<file path="src/rtl/gcd_pkg.sv">
// rtl/gcd_pkg.sv - shared width default and FSM state encoding for gcd blocks
package gcd_pkg;

    localparam int GCD_WIDTH = 4;

    typedef enum logic [1:0] {
        ST_IDLE = 2'd0,
        ST_CALC = 2'd1,
        ST_DONE = 2'd2
    } gcd_state_t;

endpackage

</file>
<file path="src/rtl/gcd_engine.sv">
// rtl/gcd_engine.sv - subtractive gcd datapath (ports: clk, reset, start, a, b -> done, result)
module gcd_engine
    import gcd_pkg::*;
#(
    parameter int WIDTH = GCD_WIDTH
) (
    input  logic             clk,
    input  logic             reset,   // synchronous, active-low
    input  logic             start,   // load a/b into x/y on this edge
    input  logic [WIDTH-1:0] a,
    input  logic [WIDTH-1:0] b,
    output logic             done,    // x/y have reached a terminal pair
    output logic [WIDTH-1:0] result   // gcd of the loaded operands while done
);

    logic [WIDTH-1:0] x;
    logic [WIDTH-1:0] y;

    // A terminal pair (zero or equal operand) never changes under the step
    // rule below, so the registers simply hold once done is reached.
    always_comb begin
        done   = (x == '0) || (y == '0) || (x == y);
        result = (x == '0) ? y : x;
    end

    always_ff @(posedge clk) begin
        if (!reset) begin
            x <= '0;
            y <= '0;
        end else if (start) begin
            x <= a;
            y <= b;
        end else if (!done) begin
            // Larger minus smaller only, so the difference never wraps.
            if (x > y) begin
                x <= x - y;
            end else begin
                y <= y - x;
            end
        end
    end

endmodule

</file>
<file path="src/rtl/gcd_arbiter.sv">
// rtl/gcd_arbiter.sv - round-robin two-requester front end for gcd_engine (ports: req/a/b per requester -> gnt, done, gcd_val, busy)
module gcd_arbiter
    import gcd_pkg::*;
#(
    parameter int WIDTH = GCD_WIDTH
) (
    input  logic             clk,
    input  logic             reset,    // synchronous, active-low
    input  logic             req0,
    input  logic             req1,
    input  logic [WIDTH-1:0] a0,
    input  logic [WIDTH-1:0] b0,
    input  logic [WIDTH-1:0] a1,
    input  logic [WIDTH-1:0] b1,
    output logic             gnt0,
    output logic             gnt1,
    output logic             done0,
    output logic             done1,
    output logic [WIDTH-1:0] gcd_val,
    output logic             busy
);

    gcd_state_t       state;
    gcd_state_t       state_nxt;
    logic             ptr;        // preferred requester when both ask
    logic             owner;      // requester whose job is in flight
    logic             pick;
    logic             grant_en;
    logic             eng_done;
    logic [WIDTH-1:0] eng_result;

    // Contention goes to the pointer; a lone request wins outright.
    always_comb begin
        if (req0 && req1) begin
            pick = ptr;
        end else begin
            pick = req1;
        end
        // Gated by reset so no grant is shown on a cycle whose edge resets.
        grant_en = (state == ST_IDLE) && reset && (req0 || req1);
    end

    gcd_engine #(
        .WIDTH (WIDTH)
    ) u_engine (
        .clk    (clk),
        .reset  (reset),
        .start  (grant_en),
        .a      (pick ? a1 : a0),
        .b      (pick ? b1 : b0),
        .done   (eng_done),
        .result (eng_result)
    );

    always_ff @(posedge clk) begin
        if (!reset) begin
            state <= ST_IDLE;
        end else begin
            state <= state_nxt;
        end
    end

    always_comb begin
        state_nxt = state;
        case (state)
            ST_IDLE: if (grant_en) state_nxt = ST_CALC;
            ST_CALC: if (eng_done) state_nxt = ST_DONE;
            ST_DONE: state_nxt = ST_IDLE;
            default: state_nxt = ST_IDLE;
        endcase
    end

    always_comb begin
        gnt0  = grant_en && !pick;
        gnt1  = grant_en && pick;
        busy  = (state != ST_IDLE);
        done0 = (state == ST_DONE) && !owner;
        done1 = (state == ST_DONE) && owner;
    end

    always_ff @(posedge clk) begin
        if (!reset) begin
            ptr     <= 1'b0;
            owner   <= 1'b0;
            gcd_val <= '0;
        end else begin
            if (grant_en) begin
                owner <= pick;
                ptr   <= ~pick;
            end
            if ((state == ST_CALC) && eng_done) begin
                gcd_val <= eng_result;
            end
        end
    end

endmodule

</file>
<file path="config.mk">
export PLATFORM = sky130hd
export DESIGN_NAME = gcd_arbiter
export DESIGN_NICKNAME = d
export VERILOG_FILES = /design/src/rtl/gcd_pkg.sv /design/src/rtl/gcd_engine.sv /design/src/rtl/gcd_arbiter.sv
export SDC_FILE = /design/constraint.sdc
export NUM_CORES = 1
export LEC_CHECK = 0
export CAP_MARGIN = 20
export CORE_MARGIN = 2
export CORE_UTILIZATION = 35
export CTS_CLUSTER_SIZE = 20
export DETAILED_ROUTE_END_ITERATION = 12
export PLACE_DENSITY_LB_ADDON = 0.3
export SETUP_SLACK_MARGIN = 0.1
export SYNTH_ARGS = -nofsm -noshare
export SYNTH_HDL_FRONTEND = slang
export SYNTH_SLANG_ARGS = --single-unit
</file>
<file path="constraint.sdc">
create_clock -name clk -period 6 [get_ports clk]
set_input_delay 1.8 -clock clk [delete_from_list [all_inputs] [get_ports clk]]
set_output_delay 1.8 -clock clk [all_outputs]
set_load 0.05 [all_outputs]
</file>
-- After elaboration in Yosys (flattened, before gate mapping)
Cells that the tools add are included.
- input port bits: 20
- output and inout bits: 9
- register bits: 16
- bitwise logic cells: 1
- order comparisons: 1
- multiplexer cells: 13
- add/sub/neg operators: 2
- reductions and logical operators: 21
- eq/ne operators: 7
- operator list (kind ; count):
    $mux 4 ; 9
    $logic_and 1x1->1 ; 8
    $logic_not 4->1 ; 2
    $ne 2x2->1 const B ; 4
    $sub 4x4->4 ; 2
    $reduce_and 2->1 ; 3
    $eq 4x4->1 ; 1
    $gt 4x4->1 ; 1
    $mux 2 ; 2
    $pmux 2 s2 ; 1
    $reduce_bool 2->1 ; 2
    $logic_or 1x1->1 ; 3
    $eq 2x1->1 const B ; 1
    $eq 2x2->1 const B ; 1
    $logic_not 1->1 ; 2
    $logic_not 2->1 ; 1
    $mux 1 ; 1
    $not 1->1 ; 1

-- Longest topological paths before layout
- word-level depth: 5
- mapped depth: 9
- mapped depth without buffers: 9

-- By module
Synthesis repeated with hierarchy kept, for this count alone.
- cell total of the unflattened synthesis: 140
- area, all modules: 1251.2 µm²
- by module, submodules not included (module ; sequential area each (µm²) ; area each (µm²) ; cells an instance ; times used):
    gcd_engine ; 160.2 ; 777.0 ; 89 ; 1
    gcd_arbiter ; 160.2 ; 474.2 ; 51 ; 1

-- Least setup slack after synthesis
No wires, ideal clock.
- kind: input port to output port
- start point: input reset
- end point: output gnt1
- data arrival time: 3.101 ns
- stages: 4
- path slack: 1.099 ns
- buffers on the path: 1
- path through: inv_1 -> or3_4 -> buf_6 -> nor2_1
- word-level cells in the longest chain between the ends: 3
- ends and longest elaborated chain (what ; RTL line ; text):
    start, declared ; gcd_arbiter.sv:8 ; input logic reset,
    $logic_and 1x1->1 (2 in series) ; gcd_arbiter.sv:40 ; grant_en = (state == ST_IDLE) && reset && (req0 || req1);
    $logic_and 1x1->1 ; gcd_arbiter.sv:75 ; gnt1 = grant_en && pick;
    end, declared ; gcd_arbiter.sv:16 ; output logic gnt1,
No other way between the ends.

-- Worst setup path after layout
Ends and elaborated chain as after synthesis.

==> flow_metrics.tcl <==
set metrics [dict create \
    ir_drop_mv 0.1109 \
    multi_input_area_sq_um 704.4 \
    path_clk_slew_ns 0.09 \
    die_width_microns 59.74 \
    hold_path_end "gcd_val[2]$_SDFFE_PN0P_" \
    dieHeight_microns 59.74 \
    synth_compound_area_share_pct 22.32 \
    r2r_end "u_engine.y[0]$_SDFFE_PN0P_" \
    crit_slowest_cell "clkdlybuf4s50_1" \
    synth_nets 155 \
    status "finished, final reports clean" \
    place_area_sq_um 1399 \
    power_density_nw_per_um2 321.9 \
    synthesis.area_sq_um 1087 \
    antenna_cells 0 \
    vias 1014 \
    fin_area_sq_um 1435 \
    antenna_found_initial 0 \
    rows 20 \
    cts_resized 0 \
    path_delay_family "buffers and inverters" \
    initial_core_util_pct 36.21 \
    rsz0062_at_grt "false" \
    r2r_slack_ns 3.60 \
    place_congestion 0.8072 \
    grt_pass1_vias 920 \
    crit_path_max_fanout 14 \
    hold_start "gcd_val[2]$_SDFFE_PN0P_" \
    routedWlPerCell_microns 13.92 \
    port_buffers 28 \
    clockBufferDepth 2 \
    regArea_sq_um 320.3 \
    post_drt_via_cell_ratio 5.394 \
    required_ns 4.20 \
    hold_buffers 0 \
    post_cts_buffers 0 \
    cts-root-buf "clkbuf_4" \
    crit_arrival_ns 3.62 \
    async_flop_share_pct 0 \
    min_period_ns 5.423 \
    min_period_over_period_pct 90.38 \
    nNetsFinal 185 \
    synthFlopType "dfxtp_1" \
    hp-class "reg2reg" \
    slew_violations 0 \
    layout_common_cells "clkdlybuf4s50_1, dfxtp_1, a21oi_1, nor2_1" \
    cts_buffers 3 \
    r2r_cells 7 \
    crit_buf_inv 3 \
    cts_tree "done" \
    grt_pass1_wl_mm 4.140 \
    ant_nets 0 \
    synth_top_family_by_area "compound AO/OA/AOI/OAI gates" \
    clk_latency_ns 0.28 \
    clkSinkCount 16 \
    maxCapViolations 0 \
    fillers 317 \
    htreeDepth 1 \
    grt_usage_pct 15.24 \
    hold_violations 0 \
    synth.area.mux_share_pct 7.595 \
    fin_setup_tns_ns 0 \
    core_area_sq_um 3003 \
    min_delay_path_depth 2 \
    setup.worst_path.class "in2out" \
    overflow 0 \
    worst_pin_slew_ns 0.6227 \
    area.growth.synth_to_final_pct 31.99 \
    r2r-start "u_engine.y[2]$_SDFFE_PN0P_" \
    critPathLaunchType "input port" \
    synthXorXnorAreaFrac_pct 3.222 \
    synth_edf_count 0 \
    drtIter0Drc 66 \
    synth-simple-area-share_pct 19.91 \
    yosysWarnings 0 \
    die_area_sq_um 3568 \
    finalSetupViolCount 0 \
    grt_max_degree 15 \
    ys_ff_latch 16 \
    clock_skew_ns 0.001642 \
    hpwlAfterDp_mm 2.015 \
    drt_pass1_iterations 4 \
    drive_gt1_share_pct 9.677 \
    slowest_delay_ns 0.60 \
    synth_fa_ha_area_share_pct 11.74 \
    io_pins 29 \
    fmaxAchievable_ghz 0.1844 \
    cp-end-kind "output pin" \
    syn_inst 126 \
    setup_ws_ns 0.5770 \
    slew_headroom_pct 58.49 \
    routed_wl_mm 2.617 \
    place_ws_ns 0.5966 \
    cp_cell_sequence "clkdlybuf4s50_1, inv_1, or3_4, nor2_1, buf_4" \
    avgSynthCellArea_sq_um 8.629 \
    p_leak_nw 0.5702 \
    layout_commonest_cell "clkdlybuf4s50_1" \
    synthDistinctLibCells 39 \
    synth-seq-area-share_pct 29.46 \
    drc_errors 0 \
]
[power breakdown]
group          switching (W)  internal, W
combinational       0.000136     0.000107
clock              0.0000336    0.0000370
sequential         0.0000239     0.000124
total               0.000193     0.000269
[cell type report]
cell class | instances | area share (%)
Multi-Input combinational cell | 96 | 49.08
Sequential cell | 16 | 22.32
Timing Repair Buffer | 29 | 20.58
Tap cell | 33 | 2.877
Inverter | 10 | 2.616
Clock buffer | 4 | 2.528
[cells in the mapped netlist (all sizes together) (2+ instances only)]
library cell	number	area, sq um
a211o	5	43.79
a211oi	4	30.03
a21oi	15	75.07
and2	5	33.79
buf	3	21.27
dfxtp	16	320.3
fa	2	40.04
ha	7	87.58
inv	10	37.54
mux2	2	22.52
mux2i	6	60.06
nand2	10	37.54
nor2	12	45.04
nor3b	2	20.02
nor4	2	27.53
o21ai	6	33.78
xnor2	3	26.28
[flip-flops by register name (all words and copies together), names as in the netlist]
register	cells
gcd_val	4
owner	1
ptr	1
state	2
u_engine.x	4
u_engine.y	4
[metal layers]
layer,vias up,share of wire (%),GRT usage (%)
li1,506,-,-
met1,472,42,17.90
met2,33,50,27.95
met3,3,7.1,4.329
met4,0,0.31,1.905
met5,-,0,0
[worst min-delay path: stages, from the launching register on]
cell and delay [ns]:
dfxtp_1 0.32, nor2_1 0.09, a211oi_1 0.05
[worst max-delay path by stage]
stage                     startpoint    to  depth (start not counted)
after floorplan                reset  gnt1                          4
after global placement         reset  gnt1                          5
after detailed placement       reset  gnt1                          5
after CTS                      reset  gnt1                          5
after global routing           reset  gnt1                          5
final                          reset  gnt1                          5
[kinds of logic (layout without fill, tap and decap cells)]
family	count (synthesis)	in the layout
AND/OR/NAND/NOR	38	38
AO/OA/AOI/OAI	37	37
flip-flops	16	16
buffers and inverters	14	43
adder cells (fa/ha/maj)	9	9
multiplexers	8	8
XOR/XNOR	4	4
[per-stage QoR]
stage	cells	hold slack, ns	util (%)	power [W]
2_1_floorplan	126	0.4691	-	0.0003243
3_3_place_gp	184	0.4971	46.58	0.0003876
3_5_place_dp	184	0.4960	46.58	0.0003910
4_1_cts	188	0.5089	47.79	0.0004629
5_1_grt	188	0.5331	47.79	0.0004936
6_report	188	0.5050	47.79	0.0004620
Note: power is estimated with default switching activity, not from simulation.
